$ cat config.mk
export PLATFORM = sky130hd
export DESIGN_NAME = dpram_be
export DESIGN_NICKNAME = d
export VERILOG_FILES = /design/src/rtl/dpram_be.sv
export SDC_FILE = /design/constraint.sdc
export NUM_CORES = 1
export LEC_CHECK = 0
export CAP_MARGIN = 30
export CORE_MARGIN = 5
export CORE_UTILIZATION = 50
export CTS_BUF_LIST = sky130_fd_sc_hd__clkbuf_16
export DETAILED_ROUTE_END_ITERATION = 10
export PLACE_DENSITY_LB_ADDON = 0.15
export RECOVER_POWER = 50
export SETUP_SLACK_MARGIN = 0.02
export SLEW_MARGIN = 30
export SYNTH_ARGS = -nofsm -noshare
export SYNTH_HDL_FRONTEND = slang
export SYNTH_SLANG_ARGS = --single-unit
$ cat constraint.sdc
create_clock -name clK -period 7.4 [get_ports clK]
set_input_delay 1.85 -clock clK [delete_from_list [all_inputs] [get_ports clK]]
set_output_delay 1.85 -clock clK [all_outputs]
set_load 0.01 [all_outputs]
$ cat src/rtl/dpram_be.sv
// dpram_be: true dual-port RAM with per-lane byte enables.
//
// Both ports share one clock and have equal capability. Each port can read,
// write, or read and write in the same cycle. Same-port read-during-write
// behaviour is selected by RDW_MODE (0 read-first, 1 write-first,
// 2 no-change). A cross-port read of an address being written in the same
// cycle always returns the pre-write word. OUT_REG=1 adds one output pipeline
// stage to both ports. Overlapping same-address dual writes are resolved per
// lane in favour of the PRIORITY port (0 = A, 1 = B) and flagged on
// `collision` one cycle later.
//
// Ports (A shown, B identical):
//   clK              clock, all logic on the rising edge
//   rst              synchronous active-high reset (outputs only, not memory)
//   a_port_EN        port enable; low means no read and no write
//   a_port_WR        write request, qualified by a_port_EN
//   a_port_BE        lane write enables, bit i covers data [i*LANE +: LANE]
//   a_port_ADDR      word address
//   a_port_data_IN   write data
//   a_port_data_OUT  read data, holds its value between reads
//   a_port_VALID     one-cycle pulse when a_port_data_OUT is a fresh result
//   collision        pulse: previous cycle had an overlapping dual write
module dpram_be #(
    parameter int unsigned DATA     = 16,
    parameter int unsigned ADDR     = 5,
    parameter int unsigned LANE     = 8,
    parameter int unsigned RDW_MODE = 0,
    parameter int unsigned OUT_REG  = 0,
    parameter int unsigned PRIORITY = 0
) (
    input  logic                 clK,
    input  logic                 rst,

    input  logic                 a_port_EN,
    input  logic                 a_port_WR,
    input  logic [DATA/LANE-1:0] a_port_BE,
    input  logic [ADDR-1:0]      a_port_ADDR,
    input  logic [DATA-1:0]      a_port_data_IN,
    output logic [DATA-1:0]      a_port_data_OUT,
    output logic                 a_port_VALID,

    input  logic                 b_port_EN,
    input  logic                 b_port_WR,
    input  logic [DATA/LANE-1:0] b_port_BE,
    input  logic [ADDR-1:0]      b_port_ADDR,
    input  logic [DATA-1:0]      b_port_data_IN,
    output logic [DATA-1:0]      b_port_data_OUT,
    output logic                 b_port_VALID,

    output logic                 collision
);

    localparam int unsigned NL    = DATA / LANE;
    localparam int unsigned DEPTH = 1 << ADDR;

    // Expand a lane-enable vector into a per-bit mask.
    function automatic logic [DATA-1:0] lane_bits(input logic [NL-1:0] be);
        logic [DATA-1:0] bits;
        bits = '0;
        for (int i = 0; i < int'(NL); i++) begin
            bits[i*LANE +: LANE] = {LANE{be[i]}};
        end
        return bits;
    endfunction

    // Index 0 is port A, index 1 is port B.
    logic [1:0]                 en;
    logic [1:0]                 wr;
    logic [1:0]                 we;
    logic [1:0]                 rd_req;
    logic [1:0][NL-1:0]         be;
    logic [1:0][NL-1:0]         wmask;
    logic [1:0][ADDR-1:0]       addr;
    logic [1:0][DATA-1:0]       wdata;
    logic [1:0][DATA-1:0]       old_word;
    logic [1:0][DATA-1:0]       rd_word;
    logic                       dual_wr;

    logic [DATA-1:0]            mem_q [DEPTH];

    logic [1:0][DATA-1:0]       s1_data_q, s1_data_d;
    logic [1:0]                 s1_vld_q, s1_vld_d;
    logic                       collision_q, collision_d;

    logic [1:0][DATA-1:0]       out_data;
    logic [1:0]                 out_vld;

    always_comb begin
        en    = {b_port_EN, a_port_EN};
        wr    = {b_port_WR, a_port_WR};
        be    = {b_port_BE, a_port_BE};
        addr  = {b_port_ADDR, a_port_ADDR};
        wdata = {b_port_data_IN, a_port_data_IN};
    end

    // Write qualification and lane arbitration.
    always_comb begin
        we = en & wr & {2{~rst}};
        dual_wr = we[0] & we[1] & (addr[0] == addr[1]);
        wmask[0] = we[0] ? be[0] : '0;
        wmask[1] = we[1] ? be[1] : '0;
        // On a same-address dual write the losing port drops only the
        // overlapping lanes; its non-overlapping lanes still land.
        if (dual_wr) begin
            if (PRIORITY == 0) begin
                wmask[1] = be[1] & ~be[0];
            end else begin
                wmask[0] = be[0] & ~be[1];
            end
        end
        collision_d = dual_wr & ((be[0] & be[1]) != '0);
    end

    // Read path: old_word is always the pre-write contents, which also gives
    // read-first semantics for cross-port reads in every mode.
    always_comb begin
        for (int p = 0; p < 2; p++) begin
            old_word[p] = mem_q[addr[p]];
            if (wr[p] && RDW_MODE == 1) begin
                // Port's own merged view; ignores the other port's data.
                rd_word[p] = (wdata[p] & lane_bits(be[p])) |
                             (old_word[p] & ~lane_bits(be[p]));
            end else begin
                rd_word[p] = old_word[p];
            end
            rd_req[p]    = en[p] & ~rst & ~(wr[p] && RDW_MODE == 2);
            s1_vld_d[p]  = rd_req[p];
            s1_data_d[p] = rd_req[p] ? rd_word[p] : s1_data_q[p];
        end
    end

    // Storage: no reset, contents survive rst.
    always_ff @(posedge clK) begin
        for (int p = 0; p < 2; p++) begin
            for (int i = 0; i < int'(NL); i++) begin
                if (wmask[p][i]) begin
                    mem_q[addr[p]][i*LANE +: LANE] <= wdata[p][i*LANE +: LANE];
                end
            end
        end
    end

    always_ff @(posedge clK) begin
        if (rst) begin
            s1_data_q   <= '0;
            s1_vld_q    <= '0;
            collision_q <= 1'b0;
        end else begin
            s1_data_q   <= s1_data_d;
            s1_vld_q    <= s1_vld_d;
            collision_q <= collision_d;
        end
    end

    if (OUT_REG != 0) begin : g_out_reg
        logic [1:0][DATA-1:0] s2_data_q, s2_data_d;
        logic [1:0]           s2_vld_q, s2_vld_d;

        // Second stage only reloads on a fresh result so the output holds
        // across idle cycles.
        always_comb begin
            for (int p = 0; p < 2; p++) begin
                s2_data_d[p] = s1_vld_q[p] ? s1_data_q[p] : s2_data_q[p];
            end
            s2_vld_d = s1_vld_q;
        end

        always_ff @(posedge clK) begin
            if (rst) begin
                s2_data_q <= '0;
                s2_vld_q  <= '0;
            end else begin
                s2_data_q <= s2_data_d;
                s2_vld_q  <= s2_vld_d;
            end
        end

        assign out_data = s2_data_q;
        assign out_vld  = s2_vld_q;
    end else begin : g_no_out_reg
        assign out_data = s1_data_q;
        assign out_vld  = s1_vld_q;
    end

    assign a_port_data_OUT = out_data[0];
    assign a_port_VALID    = out_vld[0];
    assign b_port_data_OUT = out_data[1];
    assign b_port_VALID    = out_vld[1];
    assign collision       = collision_q;

endmodule

### Word-level counts from Yosys, hierarchy flattened

Memory sizes are Yosys's and may differ from the RTL's. A register that Yosys moved wholly into a read port is not among the register bits.
Index checks and enable logic that the tools add are counted.
Widths: inputs -> output; s select.

| operators by class | value |
|---|---|
| equality and inequality tests | 1 |
| mux-type cells | 11 |
| bitwise logic cells | 11 |
| reductions and logical operators | 1 |

Operator list:

| kind | number |
|---|---|
| $and 2x2->2 | 4 |
| $mux 1 | 8 |
| $and 1x1->1 | 5 |
| $eq 5x5->1 | 1 |
| $mux 2 | 2 |
| $mux 4 | 1 |
| $not 2->2 | 1 |
| $reduce_bool 2->1 | 1 |
| $not 1->1 | 1 |

| word-level totals | value |
|---|---|
| memories kept | 1 |
| output and inout bits | 35 |
| memory bits (writable) | 512 |
| flip-flop bits (word level) | 3 |

Memories:

| memory | depth | width | read ports | clocked after Yosys merged registers in | wr ports | line | source |
|---|---|---|---|---|---|---|---|
| mem_q | 32 | 16 | 2 | 2 | 2 | 79 | `logic [DATA-1:0] mem_q [DEPTH];` |

### Logic depth before layout (Yosys ltp)

| depth | value |
|---|---|
| word-level depth | 7 |
| mapped depth | 9 |
| gate-level depth less buffers | 5 |

### Worst setup path after synthesis

Ideal clock, no wire load.

| timing | value |
|---|---|
| kind | input to register |
| start point | input a_port_ADDR[0] |
| end point | memory mem_q[13][10] (enable) |
| path buffers | 4 |
| arrival | 3.597 ns |
| slack | 3.447 ns |
| stages | 9 |
| path through | buf_2 > xor2_1 > nor4_4 > nand3_4 > buf_6 > buf_6 > clkbuf_1 > nand4_1 > o21ai_0 |

RTL lines:

| element | line | source |
|---|---|---|
| start, declared | 37 | `input logic [ADDR-1:0] a_port_ADDR,` |
| end, declared | 79 |  |

==> results.txt <==
dpl cells: 3239
Num CTS Buffers: 59
Vias/cell: 7.36
Synth Flop Type: edfxtp_1
Rows: 93
WL/cell: 39.8 um
routed wire length: 133000 um
die span in x: 266 um
Finish-stage setup viols: 0
synth-to-layout area growth: 9.72%
DR pass1 iterations: 8
die area: 70800 um^2
Slowest-stage cell, CP: clkbuf_2
Max VDD drop: 0.175 mV
final net count: 2497
CTS tree: done
Crit path max-delay family: buffers and inverters
CORE AREA: 64700 um^2
Worst R2R Start: mem_q[2][0]$_DFFE_PP_
Worst setup SP type: primary input
max-capacitance violation count: 3
Layout Utilization: 0.556
WP data arrival: 6640 ps
Final Hold Viols: 0
Congestion Overflow GR: 0
Final Max Slew Viols: 125
Post-CTS Resized: 0
Comb power frac: 0.113
Post-DP HPWL: 88000 um
PortBufs: 86
most frequent cells in the layout: mux2i_1 (512), edfxtp_1 (512), mux2_2 (487), o22ai_1 (256), nor4_1 (64)
total track usage: 0.362
FILL cells: 5444
RSZ-0062 raised after global routing: no
antenna-violating nets left: 0
Detailed Route Iter0 Violations: 4272
Worst R2R End: a_port_data_OUT[0]$_SDFFE_PP0P_
Avg Cell Area, Syn: 13.2 um^2
CTS root buf: clkbuf_16
initial antenna violation count: 4
Net Switching: 1.87 mW
Syn Inst Count: 2477
Longest Clk Path Bufs: 3
total chip power: 7.53 mW
Layout Skew: 23.9 ps
sequential fraction of the synthesis area: 0.491
Reg clk slew, reported paths: 60 ps
worst endpoint required time: 7800 ps
library cells used by synthesis: 46
antenna cells: 0
Post-CTS Hold Fix Bufs: 0
HP Start: a_port_data_OUT[5]$_SDFFE_PP0P_
leakage power: 13.0 nW
clk sinks: 547
Yosys Warn Count: 0
failing checks: max-capacitance violations, max-slew violations
share of layout cells above drive strength 1: 0.286
Mapped Nets: 2529
worst path cell trace: buf_8, clkbuf_2, clkbuf_2, mux2i_1, o22ai_1, nor4_1, a311oi_1
worst r2r path cells: 4
# H-tree levels: 2
global-route wire length before repair: 182000 um
fin crit period: 6240 ps
Reg power frac: 0.456
clock power share: 0.431
number of top-level pins: 87
run status: finished, violations left
largest net degree at the start of global routing: 125
critical path class: primary input to register
Power Dens Cells: 209 nW/um^2
flops & latches, synth: 547
Slew headroom: -0.616
Hold Crit Class: register to register
CP bufs+invs: 3
Cells on Worst Hold Path: 2
Worst setup EP type: register
switch share: 0.249
Tightest Pin Transition: 2420 ps
drc violations: 0
Pint: 5.65 mW
cell area after synthesis: 32800 um^2
worst skew pair latency: 650 ps
Hold Path End: a_port_data_OUT[5]$_SDFFE_PP0P_
crit-path max FO: 56
Setup TNS Final: 0 ps
async set-reset flop share out of synthesis: 0
EDFF count, synth: 512
vias in the first global route: 23000
Initial Utilization: 0.506
CP peak stage delay: 1380 ps
DR vias: 24700
postcts setup bufs: 0
gpl congestion: 1.07
Die Y: 266 um
fin crit share: 0.843
setup slack, reg-to-reg: 4900 ps
fmax: 160 MHz
most frequent CP cell: clkbuf_2
Layout Cells excl Fill: 3350
area by class of cell:
cell class / instances / area (um^2) / area share
clock buffer: 61 / 1530 / 0.0425
clock inverter: 50 / 561 / 0.0156
multi-input combinational: 1656 / 15200 / 0.422
sequential: 547 / 16100 / 0.447
tap: 855 / 1070 / 0.0298
timing repair buffer: 181 / 1540 / 0.0429
worst max path at each step:
| stage | cells after the start | from | slack, ps | to |
|---|---|---|---|---|
| after CTS | 7 | b_port_EN | 2310 | mem_q[2][13]$_DFFE_PP_ |
| after detailed placement | 7 | b_port_EN | 1640 | mem_q[2][13]$_DFFE_PP_ |
| final | 7 | b_port_ADDR[1] | 1160 | b_port_data_OUT[4]$_SDFFE_PP0P_ |
| after global routing | 7 | b_port_ADDR[1] | 1110 | b_port_data_OUT[4]$_SDFFE_PP0P_ |
| after global placement | 7 | b_port_EN | 1760 | mem_q[2][13]$_DFFE_PP_ |
| after floorplan | 9 | a_port_ADDR[0] | 3450 | mem_q[13][10]$_DFFE_PP_ |
flip-flops by register name, summed over array words and instances, names as in the netlist:
| signal | flops |
|---|---|
| collision | 1 |
| a_port_data_OUT | 16 |
| out_vld | 2 |
| b_port_data_OUT | 16 |
| mem_q | 512 |
synthesized netlist by cell type (all sizes together), types with 8 or more instances:
master,number,area share
a311oi,32,0.0086
and4,17,0.0046
buf,105,0.018
clkbuf,169,0.019
dfxtp,35,0.021
edfxtp,512,0.47
mux2,512,0.18
mux2i,512,0.16
nand2,11,0.0013
nand3,37,0.010
nand3b,10,0.0023
nand4,47,0.020
nand4b,8,0.0021
nor2,44,0.0055
nor4,65,0.013
o21ai,53,0.0081
o21bai,11,0.0025
o22ai,256,0.049
worst reg2reg max path, stage by stage (launching register included):
cell      delay (ps)
edfxtp_1         390
mux2i_1          540
o22ai_1          150
nor4_1           980
a311oi_1         210
power by group through the flow:
stage	logic, mW	registers (mW)	clock network [mW]
6_report	0.852	3.43	3.25
5_1_grt	0.858	3.43	3.37
4_1_cts	0.828	3.43	3.24
2_1_floorplan	0.480	3.49	0
3_3_place_gp	0.811	3.49	0
3_5_place_dp	0.826	3.49	0
per-layer routing:
metal | track usage | vias to the layer above | share of wire
li1 | - | 9817 | -
met1 | 0.525 | 12500 | 0.40
met2 | 0.512 | 2029 | 0.41
met3 | 0.134 | 334 | 0.15
met4 | 0.0981 | 6 | 0.037
met5 | 0 | - | 0.00028
per-stage QoR:
stage / area [um^2] / worst slack, ps / hold slack (ps)
finish: 36000 / 1160 / 503
global route: 36000 / 1110 / 534
CTS: 36400 / 2310 / 506
detailed placement: 34300 / 1640 / 500
global placement: 34200 / 1760 / 494
floorplan: 32800 / 3450 / 518
cells by family after synthesis:
| logic type | after synthesis | share of synthesized area |
|---|---|---|
| simple gates | 274 | 0.0670 |
| compound gates | 353 | 0.0683 |
| xor+xnor | 5 | 0.00134 |
| buf+inv | 274 | 0.0377 |
| mux | 1024 | 0.335 |
| flops | 547 | 0.491 |
Power figures use the tool's default switching activity.
